===== src/rtl/bit_serializer.sv =====
// bit_serializer: parallel-to-serial front end for the Moore "101" detector.
// Accepts a WIDTH-bit word on a valid/ready handshake and emits it one bit
// per clock on x. Words can follow each other with no idle gap. x is held at
// 0 while idle so the detector never sees a stray 1.
// Optional even-parity trailer bit: define BIT_SERIALIZER_PARITY_EN.
module bit_serializer #(
    parameter int WIDTH     = 8,
    parameter bit MSB_FIRST = 1'b1
) (
    input  logic             clk,
    input  logic             reset,      // asynchronous, active-low
    input  logic [WIDTH-1:0] din,
    input  logic             din_valid,
    output logic             din_ready,
    output logic             x,
    output logic             x_valid,
    output logic             done,
    output logic             busy
);

    localparam int            CW           = $clog2(WIDTH + 1);
    localparam logic [CW-1:0] LAST_IDX     = CW'(WIDTH - 1);
    localparam logic [CW-1:0] PRE_LAST_IDX = CW'(WIDTH - 2);

`ifdef BIT_SERIALIZER_PARITY_EN
    typedef enum logic [1:0] {IDLE = 2'd0, SHIFT = 2'd1, PARITY = 2'd2} state_t;
`else
    typedef enum logic [1:0] {IDLE = 2'd0, SHIFT = 2'd1} state_t;
`endif

    state_t           state_q, state_d;
    logic [WIDTH-1:0] shreg_q, shreg_d;   // bits still waiting to go out
    logic [CW-1:0]    cnt_q, cnt_d;       // index of the bit currently on x
    logic             x_q, x_d;
    logic             x_valid_q, x_valid_d;
    logic             done_q, done_d;
`ifdef BIT_SERIALIZER_PARITY_EN
    logic             parity_q, parity_d;
`endif

    logic             accept;

    // Bit that leaves first from a freshly loaded word.
    function automatic logic head_bit(input logic [WIDTH-1:0] w);
        return MSB_FIRST ? w[WIDTH-1] : w[0];
    endfunction

    // Remove the head bit so the next one moves into the head position.
    function automatic logic [WIDTH-1:0] drop_head(input logic [WIDTH-1:0] w);
        return MSB_FIRST ? (w << 1) : (w >> 1);
    endfunction

    assign accept = din_valid && din_ready;

    // State and output registers; reset clears everything at once.
    always_ff @(posedge clk or negedge reset) begin
        if (!reset) begin
            state_q   <= IDLE;
            shreg_q   <= '0;
            cnt_q     <= '0;
            x_q       <= 1'b0;
            x_valid_q <= 1'b0;
            done_q    <= 1'b0;
`ifdef BIT_SERIALIZER_PARITY_EN
            parity_q  <= 1'b0;
`endif
        end else begin
            state_q   <= state_d;
            shreg_q   <= shreg_d;
            cnt_q     <= cnt_d;
            x_q       <= x_d;
            x_valid_q <= x_valid_d;
            done_q    <= done_d;
`ifdef BIT_SERIALIZER_PARITY_EN
            parity_q  <= parity_d;
`endif
        end
    end

    // Next-state logic, the ready decode and the next registered serial outputs.
    always_comb begin
        state_d   = state_q;
        shreg_d   = shreg_q;
        cnt_d     = cnt_q;
        x_d       = 1'b0;
        x_valid_d = 1'b0;
        done_d    = 1'b0;
        din_ready = 1'b0;
`ifdef BIT_SERIALIZER_PARITY_EN
        parity_d  = parity_q;
`endif

        // Ready whenever the bit now on x is the last one of its frame, so
        // the next word's first bit follows with no gap.
        case (state_q)
            IDLE:   din_ready = 1'b1;
`ifdef BIT_SERIALIZER_PARITY_EN
            SHIFT:  din_ready = 1'b0;
            PARITY: din_ready = 1'b1;
`else
            SHIFT:  din_ready = (cnt_q == LAST_IDX);
`endif
            default: din_ready = 1'b0;
        endcase

        if (accept) begin
            // Load a new word; its head bit is registered onto x right away.
            state_d   = SHIFT;
            shreg_d   = drop_head(din);
            cnt_d     = '0;
            x_d       = head_bit(din);
            x_valid_d = 1'b1;
`ifdef BIT_SERIALIZER_PARITY_EN
            parity_d  = ^din;
`endif
        end else begin
            case (state_q)
                SHIFT: begin
                    if (cnt_q != LAST_IDX) begin
                        x_d       = head_bit(shreg_q);
                        x_valid_d = 1'b1;
                        shreg_d   = drop_head(shreg_q);
                        cnt_d     = cnt_q + CW'(1);
`ifdef BIT_SERIALIZER_PARITY_EN
                        done_d    = 1'b0;
`else
                        done_d    = (cnt_q == PRE_LAST_IDX);
`endif
                    end else begin
`ifdef BIT_SERIALIZER_PARITY_EN
                        // Last data bit on x now; the parity bit closes the frame.
                        state_d   = PARITY;
                        x_d       = parity_q;
                        x_valid_d = 1'b1;
                        done_d    = 1'b1;
`else
                        state_d   = IDLE;
                        cnt_d     = '0;
`endif
                    end
                end
`ifdef BIT_SERIALIZER_PARITY_EN
                PARITY: begin
                    state_d = IDLE;
                    cnt_d   = '0;
                end
`endif
                default: begin
                    state_d = IDLE;
                end
            endcase
        end
    end

    assign x       = x_q;
    assign x_valid = x_valid_q;
    assign done    = done_q;
    assign busy    = (state_q != IDLE);

endmodule


===== config.mk =====
export PLATFORM = sky130hd
export DESIGN_NAME = bit_serializer
export DESIGN_NICKNAME = d
export VERILOG_FILES = /design/src/rtl/bit_serializer.sv
export SDC_FILE = /design/constraint.sdc
export NUM_CORES = 1
export LEC_CHECK = 0
export CORE_UTILIZATION = 46
export CTS_BUF_LIST = sky130_fd_sc_hd__clkbuf_2 sky130_fd_sc_hd__clkbuf_4 sky130_fd_sc_hd__clkbuf_8
export DETAILED_ROUTE_END_ITERATION = 12
export PLACE_DENSITY = 0.76
export SETUP_SLACK_MARGIN = 0.5
export SYNTH_ARGS = -nofsm -noshare
export SYNTH_HDL_FRONTEND = slang
export SYNTH_SLANG_ARGS = --single-unit

===== constraint.sdc =====
create_clock -name clk -period 1.4 [get_ports clk]
set_input_delay 0.42 -clock clk [delete_from_list [all_inputs] [get_ports clk]]
set_output_delay 0.42 -clock clk [all_outputs]
set_load 0.1 [all_outputs]

==> results_tabular.tex <==
\begin{tabular}{lr}
\hline
Metric & Value \\
\hline
\multicolumn{2}{l}{\textbf{Run status}} \\
Status & finished with violations \\
Violated checks & setup timing \\
\multicolumn{2}{l}{\textbf{Routing}} \\
Post-Route WL & 1612 µm \\
Post-DR vias/cell & 5.231 \\
DRC violations left & 0 \\
First DRT Iteration DRCs & 7 \\
Post-DR wirelength/cell & 13.78 µm \\
TritonRoute pass-1 iters & 4 \\
Number of routed nets with antenna violations & 0 \\
Via total after detailed routing & 612 \\
\multicolumn{2}{l}{\textbf{Synth}} \\
Post-synthesis cell area & 734.5 µm² \\
Unique masters post-synth & 20 \\
Yosys top cell area share & 0.5111 \\
Synthesis Warnings & 0 \\
Seq cells post-synth & 15 \\
Area leader, netlist & dfrtp\_1 \\
Cell types with the largest area share after synthesis & dfrtp\_1 51\%, mux2\_2 12\%, mux2\_4 6.1\% \\
Syn Inst Count & 62 \\
Sequential share of the synthesized area & 0.5111 \\
Mean post-synth cell area & 11.85 µm² \\
Net Count, Synth & 75 \\
\multicolumn{2}{l}{\textbf{Power}} \\
Leakage power & 0.5888 nW \\
Seq pwr share & 0.280 \\
Power, Total & 0.002552 W \\
PD cells & 2064 nW/µm² \\
Gate power share & 0.624 \\
Power share of the clock group & 0.097 \\
Switching part of the total & 0.3968 \\
Sw power & 0.001013 W \\
Maximum vdd drop & 1.231 mV \\
Internal power summed over all cells & 0.001539 W \\
\multicolumn{2}{l}{\textbf{Floorplanning}} \\
Chip Height & 41.96 µm \\
Area of the placeable core & 1506 µm² \\
Initial standard-cell utilization of the core & 0.4875 \\
Horizontal die dimension & 41.96 µm \\
Standard-cell row count & 14 \\
Die outline area & 1760 µm² \\
I/O Pins & 16 \\
\multicolumn{2}{l}{\textbf{Global routing}} \\
Via count of the first global-routing pass & 591 \\
Largest net degree at the start of global routing & 16 \\
Number of antenna violations at the first check in global routing & 0 \\
GR met3 Demand/Resource & 0.04348 \\
Global-route wire length before repair & 2691 µm \\
Top Usage Layer GRT & met2 \\
Met2 track demand over resource in global routing & 0.3219 \\
Total routing usage reported by global routing & 0.2030 \\
Met1 track demand over resource in global routing & 0.2808 \\
Remaining Overflow, GRT & 0 \\
\multicolumn{2}{l}{\textbf{Cells and area}} \\
Number of nets in the layout & 115 \\
Antenna diodes & 0 \\
Layout cells sized above 1 & 0.5446 \\
Final std cell area, no fill & 1236 µm² \\
Most common cell after layout, fill and taps aside & buf\_4 \\
Layout overhead on the synthesized area & 68.31\% \\
Area occupied by multi-input gates & 361.6 µm² \\
Commonest cells after routing, fill and taps aside & 14 x buf\_4, 11 x dfrtp\_1, 9 x clkdlybuf4s50\_1, 9 x buf\_6, 8 x mux2\_2 \\
Number of fillers in the final layout & 84 \\
Sequential standard cell area & 390.4 µm² \\
Number of standard cells in the layout, taps in and fillers out & 117 \\
\multicolumn{2}{l}{\textbf{Run}} \\
Total of max-cap violations & 0 \\
\multicolumn{2}{l}{\textbf{STA}} \\
Final number of hold-violating endpoints & 0 \\
Worst setup margin & -0.3051 ns \\
Crit path time final & 1.705 ns \\
Max frequency & 586.5 MHz \\
Final Hold Slack & 0.4387 ns \\
Clock skew & 0.005601 ns \\
Fin. max-slew vios & 0 \\
Worst slew margin relative to its limit & 0.8109 \\
Final setup violation count & 10 \\
Transition time at the pin with the least slew margin & 0.2836 ns \\
Summed negative setup slack over all endpoints & -1.304 ns \\
Setup repair after global routing missed its margin & yes \\
Post-route clock period utilization & 1.218 \\
\multicolumn{2}{l}{\textbf{CTS}} \\
Maximum root-to-sink buffer count & 2 \\
Clock transition at the registers of the reported paths & 0.09 ns \\
TritonCTS clock tree & built \\
Inserted Clock Buffers & 3 \\
Sink count of the clock tree & 15 \\
Buffer type at the clock tree root & clkbuf\_4 \\
Number of hold buffers added after cts & 0 \\
Clock latency on the worst-skew pair & 0.28 ns \\
H-tree depth & 1 \\
\multicolumn{2}{l}{\textbf{Critical path}} \\
Element type at the critical path start & flip-flop \\
Delay-heaviest family, CP & flip-flops \\
CP endpoint kind & primary output \\
Required time of the critical path & 0.98 ns \\
Max Fanout on Critical Path & 2 \\
Arrival time at the worst endpoint & 1.29 ns \\
Buffers \& Inverters on Critical Path & 1 \\
Critical path start-end classification & flip-flop to primary output \\
Slowest cell on the critical path & dfrtp\_1 \\
Chain of cells forming the critical path & ha\_4 > nand3b\_1 > nand2\_4 > buf\_12 \\
Slowest stage delay, CP & 0.42 ns \\
\multicolumn{2}{l}{\textbf{Placed design}} \\
PortBufs & 15 \\
Placed standard-cell area & 1059 µm² \\
GP Congestion & 0.7179 \\
Half-perimeter wire length after detailed placement & 1011 µm \\
Total instance count after detailed placement & 102 \\
\multicolumn{2}{l}{\textbf{Hold path}} \\
Min-Delay Path Class & input port to async pin \\
\hline
\end{tabular}
-- worst paths after layout --
check                                         end  depth (start not counted)  slack, ns                    from
max in group asynchronous          done$_DFF_PN0_                          2       0.76                   reset
hold / removal                        x$_DFF_PN0_                          2       0.44                   reset
hold reg to reg            shreg_q[5]$_DFFE_PN0P_                          1       0.52  shreg_q[4]$_DFFE_PN0P_
setup / recovery                        din_ready                          4      -0.31    cnt_q[1]$_DFFE_PN0P_
setup reg to reg           shreg_q[1]$_DFFE_PN0P_                         10      -0.27    cnt_q[1]$_DFFE_PN0P_
min in group clk           shreg_q[5]$_DFFE_PN0P_                          1       0.52  shreg_q[4]$_DFFE_PN0P_
-- power by group through the flow --
stage / registers (W) / logic [W] / clock network (W)
global route: 0.000734 / 0.00168 / 0.000273
finish: 0.000714 / 0.00159 / 0.000246
global placement: 0.000709 / 0.00128 / 0
detailed placement: 0.000724 / 0.00130 / 0
floorplan: 0.000919 / 0.000616 / 0
CTS: 0.000703 / 0.00151 / 0.000255
-- repair_timing --
action	in CTS	in global routing
setup buffers	10	1
endpoints found under the setup margin	20	20
pin swaps	4	4
hold endpoints to repair	0	0
resized for setup	13	5
-- registers in the layout, indices dropped and copies added (netlist names) --
register and cells:
state_q 1, x_valid 1, done 1, cnt_q 4
shreg_q 7, x 1
-- routing by layer --
layer | vias up | part of all wire
li1 | 289 | -
met1 | 309 | 0.42
met2 | 12 | 0.54
met3 | 2 | 0.033
met4 | 0 | 0.0062
met5 | - | 0
-- metrics by stage --
step             util  setup WS (ns)
2_1_floorplan       -       -0.09785
3_3_place_gp   0.7027        -0.3770
3_5_place_dp   0.7027        -0.4131
4_1_cts        0.7982        -0.2779
5_1_grt        0.8206        -0.3822
6_report       0.8206        -0.3051
-- cell usage after synthesis --
cell	number
dfrtp_1	15
mux2_2	8
nand2_1	6
buf_2	3
inv_1	3
mux2_4	3
mux2i_1	3
nand3_1	3
o21ai_0	3
ha_1	2
nand2b_1	2
nand3b_1	2
nor2_1	2
a21oi_1	1
buf_6	1
nand2_2	1
o22ai_1	1
or2b_1	1
or4b_1	1
xor2_1	1
-- worst register-to-register path: stages (launching register included) --
cell	delay [ns]
dfrtp_1	0.40
ha_4	0.16
nand3b_1	0.15
buf_4	0.18
buf_6	0.11
buf_6	0.10
buf_6	0.10
buf_6	0.10
buf_6	0.10
buf_6	0.10
a21oi_2	0.10
-- logic make-up after synthesis --
group | after synthesis | share of synthesized area
simple gates | 18 | 0.1312
xor+xnor | 1 | 0.01193
flops | 15 | 0.5111
mux | 14 | 0.2249
compound gates | 5 | 0.03577
fa+ha+maj | 2 | 0.03407
buf+inv | 7 | 0.05110
-- final cells by class --
class	count	area share
clock buffer	3	0.01822
clock inverter	1	0.004049
inverter	3	0.009109
multi-input combinational	40	0.2925
sequential	15	0.3158
tap	16	0.01619
timing repair buffer	39	0.3441
(Power assumes the default switching activity.)
